**src/rtl/calc_uart_pkg.sv**
```systemverilog
// Shared definitions for the calculator UART transmit path: operation codes,
// FSM state encodings and the result byte-count helper.
// Optional feature macro: CALC_UART_PARITY_EN (adds an even parity bit, 8E1).
package calc_uart_pkg;

   // Operation select encodings
   localparam logic [2:0] OP_ADD  = 3'b000;
   localparam logic [2:0] OP_SUB  = 3'b001;
   localparam logic [2:0] OP_MUL  = 3'b010;
   localparam logic [2:0] OP_AND  = 3'b011;
   localparam logic [2:0] OP_OR   = 3'b100;
   localparam logic [2:0] OP_XOR  = 3'b101;
   localparam logic [2:0] OP_PASS = 3'b110;
   localparam logic [2:0] OP_CMP  = 3'b111;

   // Transaction FSM states; the frame serialiser walks START..STOP for each byte
   typedef enum logic [2:0] {
      ST_IDLE,
      ST_LOAD,
      ST_START,
      ST_DATA,
`ifdef CALC_UART_PARITY_EN
      ST_PARITY,
`endif
      ST_STOP
   } uart_state_e;

   // Byte sequencer states in the top level
   typedef enum logic [1:0] {
      SEQ_IDLE,
      SEQ_LOAD,
      SEQ_SEND
   } seq_state_e;

   // Number of bytes needed to carry a 2*data_w-bit result
   function automatic int num_bytes(input int data_w);
      return (2 * data_w + 7) / 8;
   endfunction

endpackage

```
**src/rtl/uart_frame_ser.sv**
```systemverilog
// One-byte UART frame serialiser: start bit, 8 data bits LSB first,
// optional even parity bit, stop bit. A new byte may be loaded in the last
// cycle of the stop bit so consecutive frames run with no idle gap.
// Optional feature macro: CALC_UART_PARITY_EN.
module uart_frame_ser
   import calc_uart_pkg::*;
#(
   parameter int CLKS_PER_BIT = 434
) (
   input  logic       clk,
   input  logic       reset_n,
   input  logic       load,
   input  logic [7:0] byte_in,
   output logic       ready,
   output logic       txd
);

   localparam int BAUD_W = (CLKS_PER_BIT > 1) ? $clog2(CLKS_PER_BIT) : 1;
   localparam logic [BAUD_W-1:0] BAUD_LAST = BAUD_W'(CLKS_PER_BIT - 1);

   uart_state_e       state_q;
   logic [BAUD_W-1:0] baud_q;
   logic [BAUD_W-1:0] baud_inc;
   logic [2:0]        bit_q;
   logic [7:0]        shift_q;
   logic              txd_q;
   logic              bit_end;
`ifdef CALC_UART_PARITY_EN
   logic              parity_q;
`endif

   assign baud_inc = baud_q + BAUD_W'(1);
   assign bit_end  = (baud_q == BAUD_LAST);
   // Accept a byte while idle or in the final cycle of the stop bit
   assign ready    = (state_q == ST_IDLE) || ((state_q == ST_STOP) && bit_end);
   assign txd      = txd_q;

   // Frame sequencing with registered line output; counters clear on every state entry
   always_ff @(posedge clk or negedge reset_n) begin
      // NOTE: non-blocking assignments here so every register samples pre-edge values, independent of statement order.
      if (!reset_n) begin
         state_q  <= ST_IDLE;
         baud_q   <= '0;
         bit_q    <= '0;
         shift_q  <= '0;
         txd_q    <= 1'b1;
`ifdef CALC_UART_PARITY_EN
         parity_q <= 1'b0;
`endif
      end else if (load && ready) begin
         state_q  <= ST_START;
         shift_q  <= byte_in;
         baud_q   <= '0;
         txd_q    <= 1'b0;
`ifdef CALC_UART_PARITY_EN
         parity_q <= ^byte_in;
`endif
      end else begin
         case (state_q)
            ST_START: begin
               if (bit_end) begin
                  state_q <= ST_DATA;
                  baud_q  <= '0;
                  bit_q   <= '0;
                  txd_q   <= shift_q[0];
               end else begin
                  baud_q  <= baud_inc;
               end
            end
            ST_DATA: begin
               if (bit_end) begin
                  baud_q <= '0;
                  if (bit_q == 3'd7) begin
`ifdef CALC_UART_PARITY_EN
                     state_q <= ST_PARITY;
                     txd_q   <= parity_q;
`else
                     state_q <= ST_STOP;
                     txd_q   <= 1'b1;
`endif
                  end else begin
                     bit_q   <= bit_q + 3'd1;
                     shift_q <= {1'b0, shift_q[7:1]};
                     txd_q   <= shift_q[1];
                  end
               end else begin
                  baud_q <= baud_inc;
               end
            end
`ifdef CALC_UART_PARITY_EN
            ST_PARITY: begin
               if (bit_end) begin
                  state_q <= ST_STOP;
                  baud_q  <= '0;
                  txd_q   <= 1'b1;
               end else begin
                  baud_q  <= baud_inc;
               end
            end
`endif
            ST_STOP: begin
               if (bit_end) begin
                  state_q <= ST_IDLE;
                  baud_q  <= '0;
                  txd_q   <= 1'b1;
               end else begin
                  baud_q  <= baud_inc;
               end
            end
            default: begin
               state_q <= ST_IDLE;
               baud_q  <= '0;
               txd_q   <= 1'b1;
            end
         endcase
      end
   end

endmodule

```
**src/rtl/calc_uart_frame_tx.sv**
```systemverilog
// Calculator transmit path: two operand registers, an eight-operation ALU and
// a byte sequencer that sends the 2*DATA_W-bit result LSB byte first as
// back-to-back UART frames. DATA_W legal range is 4..16.
// Optional feature macro: CALC_UART_PARITY_EN (8E1 framing instead of 8N1).
module calc_uart_frame_tx
   import calc_uart_pkg::*;
#(
   parameter int DATA_W       = 8,
   parameter int CLKS_PER_BIT = 434
) (
   input  logic              clk,
   input  logic              reset_n,
   input  logic              save_a_n,
   input  logic              save_b_n,
   input  logic [DATA_W-1:0] data_input,
   input  logic [2:0]        op,
   input  logic              start,
   output logic              busy,
   output logic              done,
   output logic              uart_txd
);

   localparam int RES_W     = 2 * DATA_W;
   localparam int NUM_BYTES = num_bytes(DATA_W);
   localparam int PAD_W     = 8 * NUM_BYTES;
   localparam int IDX_W     = (NUM_BYTES > 1) ? $clog2(NUM_BYTES) : 1;

   logic [DATA_W-1:0] a_q, b_q;
   logic [RES_W-1:0]  result_q;
   logic [RES_W-1:0]  alu_res;
   logic [PAD_W-1:0]  res_pad;
   seq_state_e        seq_q;
   logic [IDX_W-1:0]  byte_idx_q;
   logic [IDX_W:0]    nxt_idx;
   logic              last_byte;
   logic              busy_q, done_q;
   logic              ser_load, ser_ready;
   logic [7:0]        ser_byte;

   assign busy = busy_q;
   assign done = done_q;

   // ALU on the held operands; narrow results are zero-extended
   always_comb begin
      // NOTE: default assignment first so no path through the case leaves alu_res unassigned and infers a latch.
      alu_res = '0;
      case (op)
         OP_ADD:  alu_res = RES_W'(a_q) + RES_W'(b_q);
         OP_SUB:  alu_res = RES_W'(a_q) - RES_W'(b_q);
         OP_MUL:  alu_res = RES_W'(a_q) * RES_W'(b_q);
         OP_AND:  alu_res = RES_W'(a_q & b_q);
         OP_OR:   alu_res = RES_W'(a_q | b_q);
         OP_XOR:  alu_res = RES_W'(a_q ^ b_q);
         OP_PASS: alu_res = RES_W'(a_q);
         OP_CMP:  alu_res = RES_W'({a_q > b_q, a_q == b_q, a_q < b_q});
         default: alu_res = '0;
      endcase
   end

   // Operand registers, frozen while a transaction is in flight
   always_ff @(posedge clk or negedge reset_n) begin
      if (!reset_n) begin
         a_q <= '0;
         b_q <= '0;
      end else if (!busy_q) begin
         if (!save_a_n) a_q <= data_input;
         if (!save_b_n) b_q <= data_input;
      end
   end

   // Byte to hand the serialiser: byte 0 from LOAD, otherwise the one after the current
   assign res_pad   = PAD_W'(result_q);
   assign last_byte = (byte_idx_q == IDX_W'(NUM_BYTES - 1));
   assign nxt_idx   = (seq_q == SEQ_LOAD) ? '0 : ({1'b0, byte_idx_q} + (IDX_W + 1)'(1));

   // Byte multiplexer over the padded result
   always_comb begin
      ser_byte = '0;
      for (int i = 0; i < NUM_BYTES; i++) begin
         if (nxt_idx == (IDX_W + 1)'(i)) ser_byte = res_pad[8*i +: 8];
      end
   end

   assign ser_load = (seq_q == SEQ_LOAD) ||
                     ((seq_q == SEQ_SEND) && ser_ready && !last_byte);

   // Transaction sequencer with registered busy/done
   always_ff @(posedge clk or negedge reset_n) begin
      if (!reset_n) begin
         seq_q      <= SEQ_IDLE;
         result_q   <= '0;
         byte_idx_q <= '0;
         busy_q     <= 1'b0;
         done_q     <= 1'b0;
      end else begin
         done_q <= 1'b0;
         case (seq_q)
            SEQ_IDLE: begin
               if (start) begin
                  seq_q      <= SEQ_LOAD;
                  result_q   <= alu_res;
                  byte_idx_q <= '0;
                  busy_q     <= 1'b1;
               end
            end
            SEQ_LOAD: begin
               seq_q <= SEQ_SEND;
            end
            SEQ_SEND: begin
               if (ser_ready) begin
                  if (last_byte) begin
                     seq_q  <= SEQ_IDLE;
                     busy_q <= 1'b0;
                     done_q <= 1'b1;
                  end else begin
                     byte_idx_q <= byte_idx_q + IDX_W'(1);
                  end
               end
            end
            default: begin
               seq_q  <= SEQ_IDLE;
               busy_q <= 1'b0;
            end
         endcase
      end
   end

   uart_frame_ser #(
      .CLKS_PER_BIT(CLKS_PER_BIT)
   ) u_ser (
      .clk    (clk),
      .reset_n(reset_n),
      .load   (ser_load),
      .byte_in(ser_byte),
      .ready  (ser_ready),
      .txd    (uart_txd)
   );

endmodule

```
**config.mk**
```make
export PLATFORM = sky130hd
export DESIGN_NAME = calc_uart_frame_tx
export DESIGN_NICKNAME = d
export VERILOG_FILES = /design/src/rtl/calc_uart_pkg.sv /design/src/rtl/uart_frame_ser.sv /design/src/rtl/calc_uart_frame_tx.sv
export SDC_FILE = /design/constraint.sdc
export NUM_CORES = 1
export LEC_CHECK = 0
export CAP_MARGIN = 40
export CORE_ASPECT_RATIO = 1.4
export CORE_MARGIN = 4
export CORE_UTILIZATION = 35
export CTS_CLUSTER_DIAMETER = 60
export DETAILED_ROUTE_END_ITERATION = 10
export PLACE_DENSITY = 0.48
export SYNTH_ARGS = -nofsm -noshare
export SYNTH_HDL_FRONTEND = slang
export SYNTH_SLANG_ARGS = --single-unit
```
**constraint.sdc**
```tcl
create_clock -name clk -period 4.1 [get_ports clk]
set_input_delay 1.23 -clock clk [delete_from_list [all_inputs] [get_ports clk]]
set_output_delay 1.23 -clock clk [all_outputs]
set_load 0.1 [all_outputs]
```
==> impl_metrics.csv <==
group,metric,value,unit
synthesis,ys_seq_area_share,24.8,%
clock_tree,cts_num_sinks,61,
timing,min_period_over_period,103,%
routing,routed_wl,18.0,mm
synthesis,syn_inst,723,
clock_tree,ctsHoldBuffers,0,
layout,fin_area,7910,sq um
placement,hpwl,14.5,mm
synthesis,ys_warn_count,0,
layout,fin_cells,1067,
routing,wl_per_cell,16.8,um
grt,grt_max_degree,41,
timing,slew_viol_final,0,
floorplan,die_area,19800,sq um
timing,worstMarginPinSlew,0.674,ns
synthesis,synth_edf_count,0,
clock_tree,cts.path.max_buffers,2,
routing,drc,0,
job,cap_violations,0,
run_status,status,"finished with violations",
timing,hold_slack,0.482,ns
timing,timing.final.crit_period,4.21,ns
synthesis,yosys.area.top_type_share,24.4,%
synthesis,yosysMostFrequentCell,"nor2_1",
placement,dpl_cell_area,7170,sq um
worst_hold_path,min_to,"u_ser.txd",
critical_path,worstPathRequired,4.32,ns
floorplan,die-width,120,um
clock_tree,htree_levels,3,
synthesis,ys_ff_latch,61,
critical_path,reg2reg_to,"res_pad[12]",
placement,io_buffers,18,
critical_path,rr_startpoint,"b_q[4]",
clock_tree,clock_latency,0.35,ns
layout,nets,944,
critical_path,ff2ff_path_depth,15,
routing,antenna_left,0,
timing,fin_tns_setup,-0.121,ns
timing,finalWorstSetupSlack,-0.112,ns
worst_hold_path,whs_path_depth,2,
routing,viasPerCell,5.10,
layout,n_antenna_cell,0,
grt,gr-usage-met1,20.7,%
timing,setup_violations,3,
grt,grt.overflow.total,0,
grt,globalRouteMet2Util,36.1,%
worst_hold_path,hp-start,"u_ser.txd",
floorplan,fp.dieH,165,um
layout,drive_gt1_share,25.4,%
grt,gr-usage-all-layers,19.2,%
synthesis,synthFlopType,"dfrtp_1",
critical_path,r2r_setup_slack,-0.11,ns
routing,num_vias,5446,
critical_path,startpoint_type,"register",
placement,placedCellCount,1029,
grt,antenna_found_initial,0,
critical_path,cp_max_fo,3,
synthesis,syn_area,6170,sq um
floorplan,initial_core_util,35.6,%
placement,gp_congestion,0.882,
timing,rsz0062_at_grt,"true",
timing,finClkSkew,0.00851,ns
run_status,failed_checks,"negative setup slack",
synthesis,syn_avg_cell_area,8.53,sq um
layout,syn2layout_area_growth,28.2,%
timing,relSlewSlack,54.8,%
synthesis,yosys.area.top_type,"dfrtp_1",
timing,finalHoldViolCount,0,
floorplan,rows,57,
grt,grt_use_met3,2.19,%
clock_tree,clkSlewWorstSetupHoldPaths,0.06,ns
critical_path,endpoint_kind,"register",
grt,grt_pass1_vias,5756,
synthesis,ys_top_cells_by_area,"dfrtp_1, ha_1, fa_1",
synthesis,synthDistinctLibCells,78,
synthesis,synth_fp_nets,841,
floorplan,core,17300,sq um
grt,grt_pass1_wl,29.4,mm
grt,busiest_layer,"met2",
timing,max_freq,237,MHz
critical_path,cp.arrival,4.43,ns
routing,drt_iter0_drc,211,
clock_tree,cts_root_buf,"clkbuf_16",
routing,first_pass_iters,4,
synthesis,async_reset_ff_share,100,%
worst_hold_path,hp-class,"register to register",
clock_tree,numCtsBuffers,9,
synthesis,synthTopCellsByCount,"nor2_1, nand2_1, inv_1",
critical_path,crit_type,"register to register",
floorplan,num_io_pins,19,
clock_tree,cts_tree,"yes",
==> cell type report <==
type / count / area, sq um
Fill cell: 1718 / 9430
Multi-Input combinational cell: 552 / 4420
Sequential cell: 61 / 1540
Timing Repair Buffer: 117 / 978
Inverter: 85 / 338
Tap cell: 236 / 295
Clock buffer: 12 / 246
Clock inverter: 4 / 95.1
==> metrics by stage <==
step / util, % / setup slack [ns]
final: 45.6 / -0.112
after global routing: 45.6 / -0.227
after CTS: 44.4 / -0.0687
after detailed placement: 41.4 / -0.294
after global placement: 41.3 / -0.256
after floorplan: - / 0.00217
==> worst max path at each step <==
stage | startpoint | end | slack [ns] | cells past startpoint
after floorplan | a_q[1] | res_pad[12] | 0.002 | 15
after global placement | b_q[2] | res_pad[12] | -0.26 | 15
after detailed placement | b_q[2] | res_pad[12] | -0.29 | 15
after CTS | b_q[2] | res_pad[12] | -0.07 | 16
after global routing | b_q[3] | res_pad[12] | -0.23 | 16
final | b_q[4] | res_pad[12] | -0.11 | 15
==> worst max-delay path, cell delays in order (launching register included) <==
cell,delay [ns]
dfrtp_1,0.43
buf_6,0.15
ha_4,0.16
fa_1,0.50
fa_1,0.44
fa_1,0.52
inv_1,0.05
fa_1,0.48
inv_2,0.05
ha_4,0.25
o21a_1,0.15
o31ai_4,0.08
buf_6,0.13
a21oi_4,0.16
nor4_1,0.07
or4b_1,0.46
==> sequential cells by signal (all words and copies together), names as in the netlist, 2 cells and up <==
name,flops
u_ser.state_q,3
a_q,8
b_q,8
u_ser.shift_q,8
u_ser.baud_q,9
seq_q,2
u_ser.bit_q,3
res_pad,16
==> per-layer routing <==
layer,routed length [um],vias up
met4,954,0
met5,0,-
met3,394,49
met2,9620,95
met1,7010,2633
li1,-,2669
==> cells in the final DEF, fill, tap and decap left out, drive strengths merged, types with 10 or more instances in the layout <==
| cell type | netlist | layout |
|---|---|---|
| inv | 74 | 80 |
| clkdlybuf4s50 | 0 | 15 |
| a21oi | 43 | 43 |
| nor2b | 10 | 10 |
| ha | 64 | 64 |
| nor3b | 10 | 10 |
| nand2 | 77 | 77 |
| nor3 | 11 | 11 |
| o21ai | 51 | 51 |
| clkbuf | 10 | 12 |
| dfrtp | 60 | 60 |
| buf | 15 | 102 |
| nor2 | 93 | 93 |
| nand3 | 17 | 17 |
| fa | 38 | 38 |
| mux2 | 11 | 11 |
==> cell families after synthesis <==
kind of cell    Yosys count  share of synthesized area [%]
compound gates          169                           18.6
xor+xnor                 16                           2.27
fa+ha+maj               102                           25.3
buf+inv                 110                           7.35
flops                    61                           24.8
mux                      15                           2.66
simple gates            250                           19.0
==> timing repair <==
action / in CTS / in global routing
pin swaps: 19 / 27
setup buffers: 11 / 11
endpoints found under the setup margin: 10 / 11
resized for setup: 33 / 42
Power is left out: the tool's default activity adds up to more than one toggle a clock period on the data nets, which glitch-free logic cannot reach.
